## src/rtl/calc_unit_if.sv

```systemverilog
// calc_unit_if: operand, control and result bundle of the execute stage.
// The control FSM / datapath side is master; calc_unit is slave.
interface calc_unit_if #(
  parameter int WIDTH = 16
);
  logic [WIDTH-1:0] in_A;
  logic [WIDTH-1:0] in_B;
  logic [WIDTH-1:0] in_PC;
  logic [WIDTH-1:0] in_imm;
  logic [1:0]       ALUSrcA;
  logic [1:0]       ALUSrcB;
  logic [2:0]       ALUOp;
  logic             PCSrc;
  logic             start;
  logic             busy;
  logic             done;
  logic [WIDTH-1:0] ALUOut;
  logic [WIDTH-1:0] ALUMuxOut;
  logic [WIDTH-1:0] B_sr;
  logic             Zero;
  logic             Negative;

  modport master (
    output in_A, in_B, in_PC, in_imm, ALUSrcA, ALUSrcB, ALUOp, PCSrc, start,
    input  busy, done, ALUOut, ALUMuxOut, B_sr, Zero, Negative
  );

  modport slave (
    input  in_A, in_B, in_PC, in_imm, ALUSrcA, ALUSrcB, ALUOp, PCSrc, start,
    output busy, done, ALUOut, ALUMuxOut, B_sr, Zero, Negative
  );
endinterface

```

## src/rtl/calc_unit.sv

```systemverilog
// calc_unit: multi-cycle datapath execute stage. Operand registers, ALUSrcA/B
// muxes, ALU, ALUOut register with Zero/Negative flags, PCSrc result mux and a
// start/busy/done handshake.
// Build option: CALC_FAST_SHIFT_EN selects a single-cycle barrel shifter;
// without it, sll/srl shift one bit per cycle in the SHIFT state.
module calc_unit #(
  parameter int WIDTH = 16,
  parameter int INC   = 2
) (
  input logic        CLK,
  input logic        Reset_n,
  calc_unit_if.slave bus
);

  localparam int SW = $clog2(WIDTH);

  typedef enum logic {
    ST_IDLE,
    ST_SHIFT
  } state_e;

  state_e           state_q, state_d;
  logic [WIDTH-1:0] a_sr_q, a_sr_d;
  logic [WIDTH-1:0] b_sr_q, b_sr_d;
  logic [WIDTH-1:0] alu_out_q, alu_out_d;
  logic             zero_q, zero_d;
  logic             neg_q, neg_d;
  logic             busy_q, busy_d;
  logic             done_q, done_d;
  logic [WIDTH-1:0] work_q, work_d;
  logic [SW-1:0]    cnt_q, cnt_d;
  logic             dir_q, dir_d;   // 1: shift right (srl)

  logic [WIDTH-1:0] op_a;
  logic [WIDTH-1:0] op_b;
  logic [WIDTH-1:0] alu_res;
  logic [SW-1:0]    shamt;
  logic             is_shift;
  logic             launch_shift;

  // Operand source muxes
  always_comb begin
    case (bus.ALUSrcA)
      2'd0:    op_a = bus.in_PC;
      2'd1:    op_a = WIDTH'(INC);
      2'd2:    op_a = a_sr_q;
      default: op_a = '0;
    endcase
    case (bus.ALUSrcB)
      2'd0:    op_b = b_sr_q;
      2'd1:    op_b = WIDTH'(INC);
      2'd2:    op_b = bus.in_imm;
      default: op_b = '0;
    endcase
  end

  assign shamt    = op_b[SW-1:0];
  assign is_shift = bus.ALUOp[2] & bus.ALUOp[1];

`ifdef CALC_FAST_SHIFT_EN
  assign launch_shift = 1'b0;
`else
  // A zero-length shift finishes in one cycle like any other op.
  assign launch_shift = is_shift && (shamt != '0);
`endif

  // Combinational ALU
  always_comb begin
    alu_res = '0;
    case (bus.ALUOp)
      3'd0: alu_res = op_a + op_b;
      3'd1: alu_res = op_a - op_b;
      3'd2: alu_res = op_a & op_b;
      3'd3: alu_res = op_a | op_b;
      3'd4: alu_res = op_a ^ op_b;
      3'd5: alu_res[0] = $signed(op_a) < $signed(op_b);
`ifdef CALC_FAST_SHIFT_EN
      3'd6: alu_res = op_a << shamt;
      3'd7: alu_res = op_a >> shamt;
`else
      3'd6: alu_res = op_a;
      3'd7: alu_res = op_a;
`endif
      default: alu_res = '0;
    endcase
  end

  // State register
  always_ff @(posedge CLK) begin
    if (!Reset_n) state_q <= ST_IDLE;
    else          state_q <= state_d;
  end

  // Next-state logic
  always_comb begin
    state_d = state_q;
    case (state_q)
      ST_IDLE:  if (bus.start && launch_shift) state_d = ST_SHIFT;
      ST_SHIFT: if (cnt_q == SW'(1))           state_d = ST_IDLE;
      default:  state_d = ST_IDLE;
    endcase
  end

  // Datapath next values and handshake outputs
  always_comb begin
    a_sr_d    = busy_q ? a_sr_q : bus.in_A;
    b_sr_d    = busy_q ? b_sr_q : bus.in_B;
    alu_out_d = alu_out_q;
    zero_d    = zero_q;
    neg_d     = neg_q;
    done_d    = 1'b0;
    work_d    = work_q;
    cnt_d     = cnt_q;
    dir_d     = dir_q;
    busy_d    = (state_d == ST_SHIFT);
    case (state_q)
      ST_IDLE: begin
        if (bus.start) begin
          if (launch_shift) begin
            work_d = op_a;
            cnt_d  = shamt;
            dir_d  = bus.ALUOp[0];
          end else begin
            alu_out_d = alu_res;
            done_d    = 1'b1;
          end
        end
      end
      ST_SHIFT: begin
        work_d = dir_q ? (work_q >> 1) : (work_q << 1);
        cnt_d  = cnt_q - SW'(1);
        // Final step writes the just-shifted value straight into ALUOut.
        if (cnt_q == SW'(1)) begin
          alu_out_d = work_d;
          done_d    = 1'b1;
        end
      end
      default: ;
    endcase
    if (done_d) begin
      zero_d = (alu_out_d == '0);
      neg_d  = alu_out_d[WIDTH-1];
    end
  end

  // Datapath registers
  always_ff @(posedge CLK) begin
    if (!Reset_n) begin
      a_sr_q    <= '0;
      b_sr_q    <= '0;
      alu_out_q <= '0;
      zero_q    <= 1'b0;
      neg_q     <= 1'b0;
      busy_q    <= 1'b0;
      done_q    <= 1'b0;
      work_q    <= '0;
      cnt_q     <= '0;
      dir_q     <= 1'b0;
    end else begin
      a_sr_q    <= a_sr_d;
      b_sr_q    <= b_sr_d;
      alu_out_q <= alu_out_d;
      zero_q    <= zero_d;
      neg_q     <= neg_d;
      busy_q    <= busy_d;
      done_q    <= done_d;
      work_q    <= work_d;
      cnt_q     <= cnt_d;
      dir_q     <= dir_d;
    end
  end

  assign bus.busy      = busy_q;
  assign bus.done      = done_q;
  assign bus.ALUOut    = alu_out_q;
  assign bus.B_sr      = b_sr_q;
  assign bus.Zero      = zero_q;
  assign bus.Negative  = neg_q;
  assign bus.ALUMuxOut = bus.PCSrc ? alu_out_q : alu_res;

endmodule

```

## src/flat_wrapper.sv

```systemverilog
// flat-port wrapper written by rule: the top's interface ports become plain ports
module calc_unit_flat 
#(
  parameter int WIDTH = 16,
  parameter int INC   = 2
)
  (CLK, Reset_n, bus_in_A, bus_in_B, bus_in_PC, bus_in_imm, bus_ALUSrcA, bus_ALUSrcB, bus_ALUOp, bus_PCSrc, bus_start, bus_busy, bus_done, bus_ALUOut, bus_ALUMuxOut, bus_B_sr, bus_Zero, bus_Negative);
  calc_unit_if #(.WIDTH(WIDTH)) bus_i ();
  input logic CLK;
  input logic Reset_n;
  input wire logic [$bits(bus_i.in_A)-1:0] bus_in_A;
  input wire logic [$bits(bus_i.in_B)-1:0] bus_in_B;
  input wire logic [$bits(bus_i.in_PC)-1:0] bus_in_PC;
  input wire logic [$bits(bus_i.in_imm)-1:0] bus_in_imm;
  input wire logic [$bits(bus_i.ALUSrcA)-1:0] bus_ALUSrcA;
  input wire logic [$bits(bus_i.ALUSrcB)-1:0] bus_ALUSrcB;
  input wire logic [$bits(bus_i.ALUOp)-1:0] bus_ALUOp;
  input wire logic [$bits(bus_i.PCSrc)-1:0] bus_PCSrc;
  input wire logic [$bits(bus_i.start)-1:0] bus_start;
  output wire logic [$bits(bus_i.busy)-1:0] bus_busy;
  output wire logic [$bits(bus_i.done)-1:0] bus_done;
  output wire logic [$bits(bus_i.ALUOut)-1:0] bus_ALUOut;
  output wire logic [$bits(bus_i.ALUMuxOut)-1:0] bus_ALUMuxOut;
  output wire logic [$bits(bus_i.B_sr)-1:0] bus_B_sr;
  output wire logic [$bits(bus_i.Zero)-1:0] bus_Zero;
  output wire logic [$bits(bus_i.Negative)-1:0] bus_Negative;
  assign bus_i.in_A = bus_in_A;
  assign bus_i.in_B = bus_in_B;
  assign bus_i.in_PC = bus_in_PC;
  assign bus_i.in_imm = bus_in_imm;
  assign bus_i.ALUSrcA = bus_ALUSrcA;
  assign bus_i.ALUSrcB = bus_ALUSrcB;
  assign bus_i.ALUOp = bus_ALUOp;
  assign bus_i.PCSrc = bus_PCSrc;
  assign bus_i.start = bus_start;
  assign bus_busy = bus_i.busy;
  assign bus_done = bus_i.done;
  assign bus_ALUOut = bus_i.ALUOut;
  assign bus_ALUMuxOut = bus_i.ALUMuxOut;
  assign bus_B_sr = bus_i.B_sr;
  assign bus_Zero = bus_i.Zero;
  assign bus_Negative = bus_i.Negative;
  calc_unit #(.WIDTH(WIDTH), .INC(INC)) u_core (.CLK(CLK), .Reset_n(Reset_n), .bus(bus_i));
endmodule
```

## config.mk

```make
export PLATFORM = sky130hd
export DESIGN_NAME = calc_unit_flat
export DESIGN_NICKNAME = d
export VERILOG_FILES = /design/src/rtl/calc_unit_if.sv /design/src/rtl/calc_unit.sv /design/src/flat_wrapper.sv
export SDC_FILE = /design/constraint.sdc
export NUM_CORES = 1
export LEC_CHECK = 0
export ABC_AREA = 1
export CAP_MARGIN = 5
export CORE_ASPECT_RATIO = 1.4
export CORE_MARGIN = 2
export CORE_UTILIZATION = 50
export CTS_BUF_LIST = sky130_fd_sc_hd__clkbuf_8
export DETAILED_ROUTE_END_ITERATION = 10
export PLACE_DENSITY = 0.77
export SLEW_MARGIN = 15
export SYNTH_ARGS = -nofsm -noshare
export SYNTH_HDL_FRONTEND = slang
export SYNTH_SLANG_ARGS = --single-unit
```

## constraint.sdc

```tcl
create_clock -name CLK -period 7.3 [get_ports CLK]
set_clock_uncertainty 0.05 [all_clocks]
set_input_delay 0.73 -clock CLK [delete_from_list [all_inputs] [get_ports CLK]]
set_output_delay 0.73 -clock CLK [all_outputs]
set_load 0.05 [all_outputs]
```

==> results.md, run 1 <==
- Clock Tree Root: clkbuf_8
- Clock Pin Slew Worst Setup and Hold Paths: 90 ps
- CTS HTree Levels: 3
- Worst Setup End Kind: primary output
- Aggregate negative setup slack: 0 ps
- Die area: 0.0145 mm2
- FF-to-FF setup slack: 3840 ps
- LEAKAGE: 3.93 nW
- Worst-Margin Slew: 926 ps
- Area Growth Syn to Fin: 21.7%
- Setup repair bufs after CTS: 0
- Final design utilization: 62.0%
- Initial antenna violation count: 0
- DP HPWL: 18300 um
- Min setup slack post-route: 1660 ps
- Num CTS Buffers: 9
- Total power: 1.35 mW
- Syn Area/Cell: 5.92 um2
- Sequential Power Share: 33.3%
- Vias in the first global route: 7349
- PortBufs: 126
- Rows: 50
- Peak supply drop: 0.145 mV
- DIE HEIGHT: 142 um
- Post-Synthesis Cells: 1146
- Critical Path RT: 6520 ps
- Wirelength per Cell: 16.5 um
- First DRT Iteration DRCs: 520
- Setup violators final: 0
- Io pins: 127
- Max Cap Viol: 0
- Core Footprint: 0.0133 mm2
- Clk buf depth: 2
- Clock power share: 22.4%
- Pwr Density: 163 mW/mm2
- Clock tree sinks: 73
- Netlist Area Pre-Place: 0.00679 mm2
- Hold Path Class: reg -> reg
- Via count: 7834
- Tcrit/Tclk final: 77.2%
- All-Layer GR Usage: 33.3%
- Crit path kind: in -> out
- CTS tree: done
- P_sw: 0.597 mW
- Multi-input logic area: 0.00423 mm2
- Avg Vias per Cell: 5.50
- Grt ovf: 0
- Combinational share of power: 44.3%
- Run status: complete, no violations
- Post-synth cell types: 41
- Seq. cell area: 0.00146 mm2
- Switching part of the total: 44.3%
- Crit-path max FO: 15
- Clk Latency, worst-skew pair: 370 ps
- Number of remaining DRC errors: 0
- Hold Buf Count CTS: 0
- Slew Viols, Final: 0
- RSZ-0062 raised after global routing: no
- Starting Density: 50.9%
- Max Fclk: 177 MHz
- Largest net degree at the start of global routing: 80
- Die width: 102 um
- First-pass DRT Iterations: 5
- Startpoint types: input port
- Worst Path Arrival: 4860 ps
- Pint: 0.751 mW
- N_diodes: 0
- First-pass GRT wire length: 37200 um
- # resized after CTS: 0
- Fill cells: 1330
- Worst slew margin: 38.2%
- Nets: 1365
- Total routed wirelength: 23600 um
- DP Worst Slack: 1760 ps
- Layout cell share with drive strength beyond 1: 3.70%
- Min Clock Period, post-route: 5640 ps
- Synthesized flop and latch total: 73
- Routability congestion estimate: 1.01
- Hold slack final: 412 ps
- Yosys warns: 0
- Sequential element share of the synthesized area: 21.5%
- Final Hold Fails: 0
- Syn Nets: 1273
- ANT nets after route: 0
cell usage after synthesis:
cell type	n	area, um2
buf_2	17	85.1
o21bai_1	1	7.51
o41ai_1	1	8.76
inv_6	1	8.76
buf_12	1	20.0
or2_2	4	25.0
o21ai_4	1	16.3
inv_2	4	15.0
xor2_1	3	26.3
nand2_4	1	11.3
mux2i_1	13	130
inv_1	218	818
a31oi_1	18	113
fa_1	2	40.0
nand3_2	2	20.0
nor2_1	82	308
nand3_1	71	355
o22ai_1	43	269
o311ai_0	1	8.76
o211ai_2	1	12.5
o2111ai_1	2	17.5
o221ai_1	3	26.3
nor3_1	9	45.0
o21ai_2	3	26.3
nand2_1	289	1080
a21oi_1	91	455
o211ai_1	5	37.5
nand2_2	3	18.8
ha_1	50	626
a41oi_1	8	70.1
clkbuf_1	28	105
buf_1	3	11.3
o21ai_1	2	10.0
nand3b_1	1	7.51
clkinv_1	2	7.51
o21ai_0	69	345
nand4_1	15	93.8
buf_6	1	11.3
buf_4	2	15.0
dfxtp_1	73	1460
nor2_2	2	12.5
flip-flops by register name, indices dropped and copies added, names as in the netlist:
name,flops
u_core.bus.Zero,1
u_core.bus.busy,1
u_core.cnt_q,4
u_core.dir_q,1
u_core.bus.B_sr,16
u_core.bus.done,1
u_core.a_sr_q,16
u_core.bus.ALUOut,16
u_core.bus.Negative,1
u_core.work_q,16
path summary, 6_finish.rpt:
| check | startpoint | to | cells after the start |
|---|---|---|---|
| worst max register to register | u_core.a_sr_q[2]$_SDFFE_PN0N_ | u_core.bus.Zero$_SDFFE_PN0P_ | 18 |
| worst min-delay path | u_core.a_sr_q[6]$_SDFFE_PN0N_ | u_core.a_sr_q[6]$_SDFFE_PN0N_ | 2 |
| worst min register to register | u_core.a_sr_q[6]$_SDFFE_PN0N_ | u_core.a_sr_q[6]$_SDFFE_PN0N_ | 2 |
| worst max-delay path | bus_ALUSrcA[0] | bus_ALUMuxOut[0] | 20 |
per-layer routing:
layer	up-vias	global-route usage (%)	wire length, um
met5	-	0	0
li1	3879	-	-
met4	0	18.8	1360
met1	3545	39.0	9210
met3	70	4.98	1510
met2	340	56.7	11500
area by class of cell:
cell class / instances / share of cell area (%)
multi-input cells: 796 / 51.2
flip-flops and latches: 73 / 17.7
repair buffers: 133 / 15.9
inverters: 225 / 10.3
well taps: 182 / 2.76
clock buffers: 9 / 1.50
clock inverters: 7 / 0.636
cell usage in the layout, fill, tap and decap left out, drive strengths merged:
master	synthesis	routed
o2111ai	2	2
buf	24	7
mux2i	13	13
nor2	84	84
a21oi	91	91
nand3	73	73
o311ai	1	1
nand2	293	293
ha	50	50
a31oi	18	18
clkinvlp	0	1
clkdlybuf4s50	0	126
xor2	3	3
o21ai	75	75
o22ai	43	43
o221ai	3	3
or2	4	4
a41oi	8	8
nand4	15	15
o211ai	6	6
dfxtp	73	73
fa	2	2
clkbuf	28	9
inv	223	226
o41ai	1	1
clkinv	2	5
nor3	9	9
o21bai	1	1
nand3b	1	1
cell families after synthesis:
group,Yosys count,synth area share [%]
AND/OR/NAND/NOR,479,29.2
buffers and inverters,277,16.2
AO/OA/AOI/OAI,249,21.0
flip-flops,73,21.5
adder cells (fa/ha/maj),52,9.81
multiplexers,13,1.92
XOR/XNOR,3,0.387
critical path, stage by stage:
cell             delay [ps]
clkdlybuf4s50_1         410
inv_1                   110
nand2_1                 320
o22ai_1                 470
inv_1                   120
ha_1                    250
fa_1                    460
inv_1                    80
nand2_1                  70
nand2_1                 100
nand3_1                 100
nand2_1                 120
nand2_1                  60
nand2_1                  70
xor2_1                  150
nand2_1                  70
nand2_1                  60
nand2_1                 100
o21ai_0                 180
clkdlybuf4s50_1         830
stage by stage:
| step | std cells | cell area [um2] |
|---|---|---|
| finish | 1425 | 8260 |
| global route | 1425 | 8260 |
| CTS | 1425 | 8260 |
| detailed placement | 1409 | 8080 |
| global placement | 1409 | 8080 |
| floorplan | 1146 | 6790 |
power by group through the flow:
stage	sequential (mW)	combinational (mW)	clock, mW
floorplan	0.509	0.343	0
global placement	0.456	0.584	0
detailed placement	0.457	0.588	0
CTS	0.448	0.590	0.304
global route	0.452	0.652	0.319
finish	0.449	0.597	0.302
Note: power is estimated with default switching activity, not from simulation.
==> run 2: changes to the inputs <==
--- a/config.mk
+++ b/config.mk
@@ -12,7 +12,7 @@
 export CORE_UTILIZATION = 50
 export CTS_BUF_LIST = sky130_fd_sc_hd__clkbuf_8
 export DETAILED_ROUTE_END_ITERATION = 10
-export PLACE_DENSITY = 0.77
+export PLACE_DENSITY = 0.8
 export SLEW_MARGIN = 15
 export SYNTH_ARGS = -nofsm -noshare
 export SYNTH_HDL_FRONTEND = slang
==> constraint.sdc (replaced) <==
create_clock -name CLK -period 4.73 [get_ports CLK]
set_clock_uncertainty 0.05 [all_clocks]
set_input_delay 0.473 -clock CLK [delete_from_list [all_inputs] [get_ports CLK]]
set_output_delay 0.473 -clock CLK [all_outputs]
set_load 0.05 [all_outputs]
==> run 2 against run 1 <==
Against the previous run:
- core utilization grew 1.7 points
- total power grew 63%
- flip-flop and latch count is the same
- final area grew 2.8%
- register-to-register slack lost 2500 ps
- clock power grew 72%
- non-clock buffer count grew 16
- count of clock-buffer cells in the layout is the same
- combinational power grew 64%
- sequential power grew 55%
- via count grew 2.7%
- largest power group unchanged
- critical path depth shrank 1
==> results.md, run 2 (synthesis results as in run 1) <==
- Clock Tree Root: clkbuf_8 (unchanged)
- Area Growth Syn to Fin: 25.1% (was 21.7%)
- CTS tree: done (unchanged)
- PortBufs: 126 (unchanged)
- Critical Path RT: 4210 ps (was 6520 ps)
- Dpl cells: 1425 (was 1409)
- Grt ovf: 0 (unchanged)
- Clock Pin Slew Worst Setup and Hold Paths: 80 ps (was 90 ps)
- Die area: 0.0145 mm2 (unchanged)
- Clk Latency, worst-skew pair: 360 ps (was 370 ps)
- Final Hold Fails: 0 (unchanged)
- Max Fclk: 228 MHz
- Worst slew margin: 29.6% (was 38.2%)
- Worst Path Arrival: 3870 ps (was 4860 ps)
- Cell Area, Placed: 0.00829 mm2 (was 0.00808 mm2)
- Startpoint types: input port (unchanged)
- Initial antenna violation count: 0 (unchanged)
- All-Layer GR Usage: 35.7% (was 33.3%)
- Run status: complete, no violations (unchanged)
- Commonest non-fill, non-tap cell in the layout: nand2_1 (unchanged)
- Pint: 1.24 mW (was 0.751 mW)
- Crit path kind: in -> out (unchanged)
- Worst-Margin Slew: 1050 ps (was 926 ps)
- Wirelength per Cell: 17.8 um (was 16.5 um)
- RSZ-0062 raised after global routing: no (unchanged)
- Layout cell share with drive strength beyond 1: 6.20% (was 3.70%)
- ANT nets after route: 0 (unchanged)
- Crit-path slowest cell: clkdlybuf4s50_1 (unchanged)
- Setup violators final: 0 (unchanged)
- Aggregate negative setup slack: 0 ps (unchanged)
- Hold Buf Count CTS: 0 (unchanged)
- CP most frequent cell: nand2_1 (unchanged)
- Vias in the first global route: 7695 (was 7349)
- Clock tree sinks: 73 (unchanged)
- Rows: 50 (unchanged)
- R2R Path Start: u_core.a_sr_q[0]$_SDFFE_PN0N_ (was u_core.a_sr_q[2]$_SDFFE_PN0N_)
- Worst stage delay on the critical path: 500 ps (was 830 ps)
- Crit-path cells: clkdlybuf4s50_1 > inv_1 > nand2_2 > o21ai_2 > ha_1 > fa_1 > inv_1 > nand2_1 > nand2_1 > nand3_1 > nand2_1 > nand2_1 > nand2_1 > xor2_1 > nand2_1 > nand2_1 > nand2_1 > o21ai_0 > buf_12 (was clkdlybuf4s50_1 > inv_1 > nand2_1 > o22ai_1 > inv_1 > ha_1 > fa_1 > inv_1 > nand2_1 > nand2_1 > nand3_1 > nand2_1 > nand2_1 > nand2_1 > xor2_1 > nand2_1 > nand2_1 > nand2_1 > o21ai_0 > clkdlybuf4s50_1)
- Tcrit/Tclk final: 92.8%
- # resized after CTS: 0 (unchanged)
- Min Clock Period, post-route: 4390 ps
- Min setup slack post-route: 339 ps (was 1660 ps)
- Via count: 8046 (was 7834)
- Switching part of the total: 43.3% (was 44.3%)
- Top Family by Delay on Critical Path: simple AND/OR/NAND/NOR gates (was buffers and inverters)
- Clock power share: 23.6% (was 22.4%)
- Routability congestion estimate: 1.06 (was 1.01)
- Die width: 102 um (unchanged)
- Commonest non-fill, non-tap cells in the layout: nand2_1 (289), inv_1 (218), clkdlybuf4s50_1 (110), a21oi_1 (91), nor2_1 (82) (was nand2_1 (289), inv_1 (218), clkdlybuf4s50_1 (126), a21oi_1 (91), nor2_1 (82))
- First DRT Iteration DRCs: 698 (was 520)
- LEAKAGE: 4.08 nW (was 3.93 nW)
- Worst path bufs/invs: 4 (was 5)
- P_sw: 0.949 mW (was 0.597 mW)
- Combinational share of power: 44.7% (was 44.3%)
- Max Cap Viol: 0 (unchanged)
- First-pass GRT wire length: 39700 um (was 37200 um)
- CTS HTree Levels: 3 (unchanged)
- Number of remaining DRC errors: 0 (unchanged)
- Setup repair bufs after CTS: 0 (unchanged)
- DP Worst Slack: 440 ps (was 1760 ps)
- DP HPWL: 19800 um (was 18300 um)
- Slew Viols, Final: 0 (unchanged)
- Worst Setup End Kind: primary output (unchanged)
- Core Footprint: 0.0133 mm2 (unchanged)
- Avg Vias per Cell: 5.58 (was 5.50)
- Hold Path Class: reg -> reg (unchanged)
- Sequential Power Share: 31.7% (was 33.3%)
- Total routed wirelength: 25600 um (was 23600 um)
- Nets: 1381 (was 1365)
- Crit. Startpoint: bus_ALUSrcB[0] (was bus_ALUSrcA[0])
- Cell area after layout: 0.00849 mm2 (was 0.00826 mm2)
- Final Non-Filler Cells: 1441 (was 1425)
- Starting Density: 50.9% (unchanged)
- Peak supply drop: 0.234 mV (was 0.145 mV)
- Hold_sp: u_core.a_sr_q[13]$_SDFFE_PN0N_ (was u_core.a_sr_q[6]$_SDFFE_PN0N_)
- DIE HEIGHT: 142 um (unchanged)
- First-pass DRT Iterations: 8 (was 5)
- Largest net degree at the start of global routing: 87 (was 80)
- Clk buf depth: 2 (unchanged)
- Crit-path max FO: 15 (unchanged)
- N_diodes: 0 (unchanged)
- Num CTS Buffers: 9 (unchanged)
- Io pins: 127 (unchanged)
- Pwr Density: 258 mW/mm2 (was 163 mW/mm2)
run 2: cell count changes in the layout (fill, tap and decap cells not counted), sizes merged:
cell	before	now
inv	226	225
bufinv	0	1
buf	7	39
clkdlybuf4s50	126	110
run 2: power groups by stage:
stage,clock network [mW],logic [mW],registers (mW)
after floorplan,0,0.529,0.786
after global placement,0,0.953,0.705
after detailed placement,0,0.959,0.706
after CTS,0.523,0.963,0.692
after global routing,0.549,1.05,0.698
final,0.518,0.980,0.694
run 2: final timing paths:
path                                          to  slack (ps)  cells past startpoint
setup reg to reg    u_core.bus.Zero$_SDFFE_PN0P_        1370                     19
hold reg to reg   u_core.a_sr_q[13]$_SDFFE_PN0N_         410                      2
hold / removal    u_core.a_sr_q[13]$_SDFFE_PN0N_         410                      2
setup / recovery                bus_ALUMuxOut[0]         340                     19
run 2: final cells by class:
cell class	instances	area (um2)
timing repair buffer	149	1520
sequential	73	1460
multi-input combinational	796	4230
clock inverter	7	77.6
clock buffer	9	124
fill	1329	4840
inverter	225	850
tap	182	228
run 2: worst register-to-register path: cells and delay by family (launching register included):
kind | cells | cell delay [ps]
AOI/OAI and AO/OA | 3 | 610
DFF | 1 | 310
and+or+nand+nor | 10 | 1180
buffers and inverters | 4 | 470
adders and majority gates | 2 | 660
run 2: per-stage QoR:
step / power, mW / util, % / hold WS, ps
3_5_place_dp: 1.66 / 62.2 / 397
6_report: 2.19 / 63.7 / 410
5_1_grt: 2.30 / 63.7 / 433
4_1_cts: 2.18 / 63.7 / 409
3_3_place_gp: 1.66 / 62.2 / 392
2_1_floorplan: 1.32 / - / 379
run 2: layer usage:
layer	wire length, um	up-vias	GRT usage, %
met1	9620	3621	41.0
li1	-	3907	-
met5	0	-	0
met4	1810	0	22.0
met2	12500	409	61.1
met3	1720	109	5.12
==> run 3: changes to the inputs <==
--- a/config.mk
+++ b/config.mk
@@ -13,6 +13,7 @@
 export CTS_BUF_LIST = sky130_fd_sc_hd__clkbuf_8
 export DETAILED_ROUTE_END_ITERATION = 10
 export PLACE_DENSITY = 0.8
+export REMOVE_ABC_BUFFERS = 1
 export SLEW_MARGIN = 15
 export SYNTH_ARGS = -nofsm -noshare
 export SYNTH_HDL_FRONTEND = slang
==> run 3 against run 2 <==
Against the previous run:
- final cell count shrank 0.42%
- global-route usage shrank 3.7 points
- count of clock-buffer cells in the layout is the same
- final area shrank 0.59%
- worst hold slack gained 0.61 ps
- first-iteration DRC count shrank 38%
- core utilization shrank 0.38 points
- highest routed layer unchanged
- clock power grew 23%
- fmax grew 3.0%
- flip-flop and latch count is the same
- die area is the same
- via count shrank 3.4%
- critical endpoint unchanged
==> results.md, run 3 (synthesis results as in run 1) <==
- ANT nets after route: 0 (unchanged)
- Worst stage delay on the critical path: 450 ps (was 500 ps)
- Crit path kind: in -> out (unchanged)
- LEAKAGE: 4.06 nW (was 4.08 nW)
- Clock tree sinks: 73 (unchanged)
- Max Fclk: 235 MHz (was 228 MHz)
- Die area: 0.0145 mm2 (unchanged)
- Initial antenna violation count: 0 (unchanged)
- RSZ-0062 raised after global routing: no (unchanged)
- Number of remaining DRC errors: 0 (unchanged)
- First-pass DRT Iterations: 7 (was 8)
- CTS tree: done (unchanged)
- Layout cell share with drive strength beyond 1: 5.59% (was 6.20%)
- Clk Latency, worst-skew pair: 390 ps (was 360 ps)
- Crit. Startpoint: bus_ALUSrcA[0] (was bus_ALUSrcB[0])
- Total routed wirelength: 22700 um (was 25600 um)
- N_diodes: 0 (unchanged)
- Via count: 7776 (was 8046)
- Seq. cell area: 0.00146 mm2 (unchanged)
- Worst Setup End Kind: primary output (unchanged)
- Setup violators final: 0 (unchanged)
- Setup repair bufs after CTS: 0 (unchanged)
- Most Used Layer, Global Route: met2 (unchanged)
- CP most frequent cell: nand2_1 (unchanged)
- P_sw: 0.926 mW (was 0.949 mW)
- Clk buf depth: 2 (unchanged)
- Multi-input logic area: 0.00423 mm2 (unchanged)
- Hold_sp: u_core.a_sr_q[8]$_SDFFE_PN0N_ (was u_core.a_sr_q[13]$_SDFFE_PN0N_)
- Crit-path max FO: 4 (was 15)
- Max Cap Viol: 0 (unchanged)
- All-Layer GR Usage: 31.9% (was 35.7%)
- Worst Path Arrival: 3740 ps (was 3870 ps)
- First-pass GRT wire length: 36000 um (was 39700 um)
- First DRT Iteration DRCs: 434 (was 698)
- CTS HTree Levels: 3 (unchanged)
- Top Family by Delay on Critical Path: buffers and inverters (was simple AND/OR/NAND/NOR gates)
- R2R Path Start: u_core.a_sr_q[0]$_SDFFE_PN0N_ (unchanged)
- Fill cells: 1293 (was 1329)
- Tcrit/Tclk final: 90.1% (was 92.8%)
- Area Growth Syn to Fin: 24.3% (was 25.1%)
- Rows: 50 (unchanged)
- Nets: 1375 (was 1381)
- DIE HEIGHT: 142 um (unchanged)
- Combinational share of power: 41.2% (was 44.7%)
- Grt ovf: 0 (unchanged)
- Wirelength per Cell: 15.8 um (was 17.8 um)
- Commonest non-fill, non-tap cells in the layout: nand2_1 (289), inv_1 (219), clkdlybuf4s50_1 (111), a21oi_1 (91), nor2_1 (82) (was nand2_1 (289), inv_1 (218), clkdlybuf4s50_1 (110), a21oi_1 (91), nor2_1 (82))
- Startpoint types: input port (unchanged)
- Run status: complete, no violations (unchanged)
- Hold slack final: 410 ps (about the same)
- Met2 usage: 55.9% (was 61.1%)
- Peak supply drop: 0.135 mV (was 0.234 mV)
- Worst path bufs/invs: 5 (was 4)
- Cell Area, Placed: 0.00819 mm2 (was 0.00829 mm2)
- Starting Density: 50.9% (unchanged)
- GR Util met1: 35.5% (was 41.0%)
- Io pins: 127 (unchanged)
- Crit-path slowest cell: fa_1 (was clkdlybuf4s50_1)
- Routability congestion estimate: 1.01 (was 1.06)
- Hold Path Class: reg -> reg (unchanged)
- Largest net degree at the start of global routing: 43 (was 87)
- Dpl cells: 1419 (was 1425)
- Worst slew margin: 33.5% (was 29.6%)
- Min Clock Period, post-route: 4260 ps (was 4390 ps)
- Num CTS Buffers: 9 (unchanged)
- Worst-Margin Slew: 996 ps (was 1050 ps)
- Cell area after layout: 0.00844 mm2 (was 0.00849 mm2)
- Die width: 102 um (unchanged)
- DP HPWL: 17600 um (was 19800 um)
- Final Non-Filler Cells: 1435 (was 1441)
- Crit-path cells: clkdlybuf4s50_1 > inv_1 > nand2_1 > o22ai_1 > inv_1 > ha_1 > fa_1 > inv_1 > nand2_1 > nand2_1 > nand3_1 > nand2_1 > nand2_1 > nand2_1 > xor2_1 > nand2_1 > nand2_1 > nand2_1 > o21ai_0 > buf_12 (was clkdlybuf4s50_1 > inv_1 > nand2_2 > o21ai_2 > ha_1 > fa_1 > inv_1 > nand2_1 > nand2_1 > nand3_1 > nand2_1 > nand2_1 > nand2_1 > xor2_1 > nand2_1 > nand2_1 > nand2_1 > o21ai_0 > buf_12)
- Commonest non-fill, non-tap cell in the layout: nand2_1 (unchanged)
- Slew Viols, Final: 0 (unchanged)
- # resized after CTS: 0 (unchanged)
- Avg Vias per Cell: 5.42 (was 5.58)
- Pint: 1.33 mW (was 1.24 mW)
- Clock power share: 28.2% (was 23.6%)
- Critical Path RT: 4210 ps (about the same)
- Switching part of the total: 41.0% (was 43.3%)
- Final Hold Fails: 0 (unchanged)
- Core Footprint: 0.0133 mm2 (unchanged)
- Sequential Power Share: 30.7% (was 31.7%)
- Vias in the first global route: 7400 (was 7695)
- Pwr Density: 268 mW/mm2 (was 258 mW/mm2)
- Aggregate negative setup slack: 0 ps (unchanged)
- Clock Tree Root: clkbuf_8 (unchanged)
- Clock Pin Slew Worst Setup and Hold Paths: 80 ps (about the same)
- Hold Buf Count CTS: 0 (unchanged)
- PortBufs: 126 (unchanged)
- Met3 GRT Util: 3.74% (was 5.12%)
## run 3: changes by cell type in the layout (fill, tap and decap cells not counted), moves of 2 or more
cell	delta
inv_6	-2
buf_4	-3
buf_12	-4
bufinv_16	+2
## run 3: per-stage QoR
step	utilization, %	total power, mW	setup WS [ps]
6_report	63.3	2.26	467
4_1_cts	63.3	2.26	489
5_1_grt	63.3	2.39	190
2_1_floorplan	-	1.29	497
3_3_place_gp	61.5	1.62	539
3_5_place_dp	61.5	1.62	506
## run 3: layout make-up
class / count / area share (%)
clock buffers: 9 / 1.47
clock inverters: 7 / 1.42
inverters: 225 / 10.1
multi-input cells: 796 / 50.1
flip-flops and latches: 73 / 17.3
well taps: 182 / 2.70
repair buffers: 143 / 16.9
## run 3: final timing paths
check,endpoint,slack [ps],depth (start not counted)
max reg2reg,u_core.bus.Zero$_SDFFE_PN0P_,1430,22
min,u_core.a_sr_q[8]$_SDFFE_PN0N_,410,2
max,bus_ALUMuxOut[0],470,20
min reg2reg,u_core.a_sr_q[8]$_SDFFE_PN0N_,410,2
## run 3: power by group through the flow
stage          sequential [mW]  combinational (mW)  clock (mW)
2_1_floorplan            0.795               0.499           0
3_3_place_gp             0.706               0.912           0
3_5_place_dp             0.707               0.917           0
4_1_cts                  0.693               0.922       0.644
5_1_grt                  0.699                1.02       0.677
6_report                 0.693               0.930       0.636
## run 3: metal layers
layer  vias to the layer above  routed length (um)  part of all wire (%)
met1                      3514                8660                    38
li1                       3878                   -                     -
met5                         -                   0                     0
met2                       297               11400                    50
met3                        87                1060                   4.7
met4                         0                1600                   7.0
## run 3: worst reg2reg max path: stages, from the launching register on
cell     delay, ps
dfxtp_1        330
inv_1           50
o22ai_1        330
inv_1          120
ha_1           230
fa_1           450
inv_1           80
nand2_1         60
nand2_1        100
nand3_1        120
nand2_1        130
nand2_1         80
nand2_1         70
nand2_1         50
nand3_1        110
nand4_1        150
nand2_1        110
nand2_1         50
nor2_1         140
nand2_1         80
nor2_1         110
nand3_1         90
a21oi_1        130
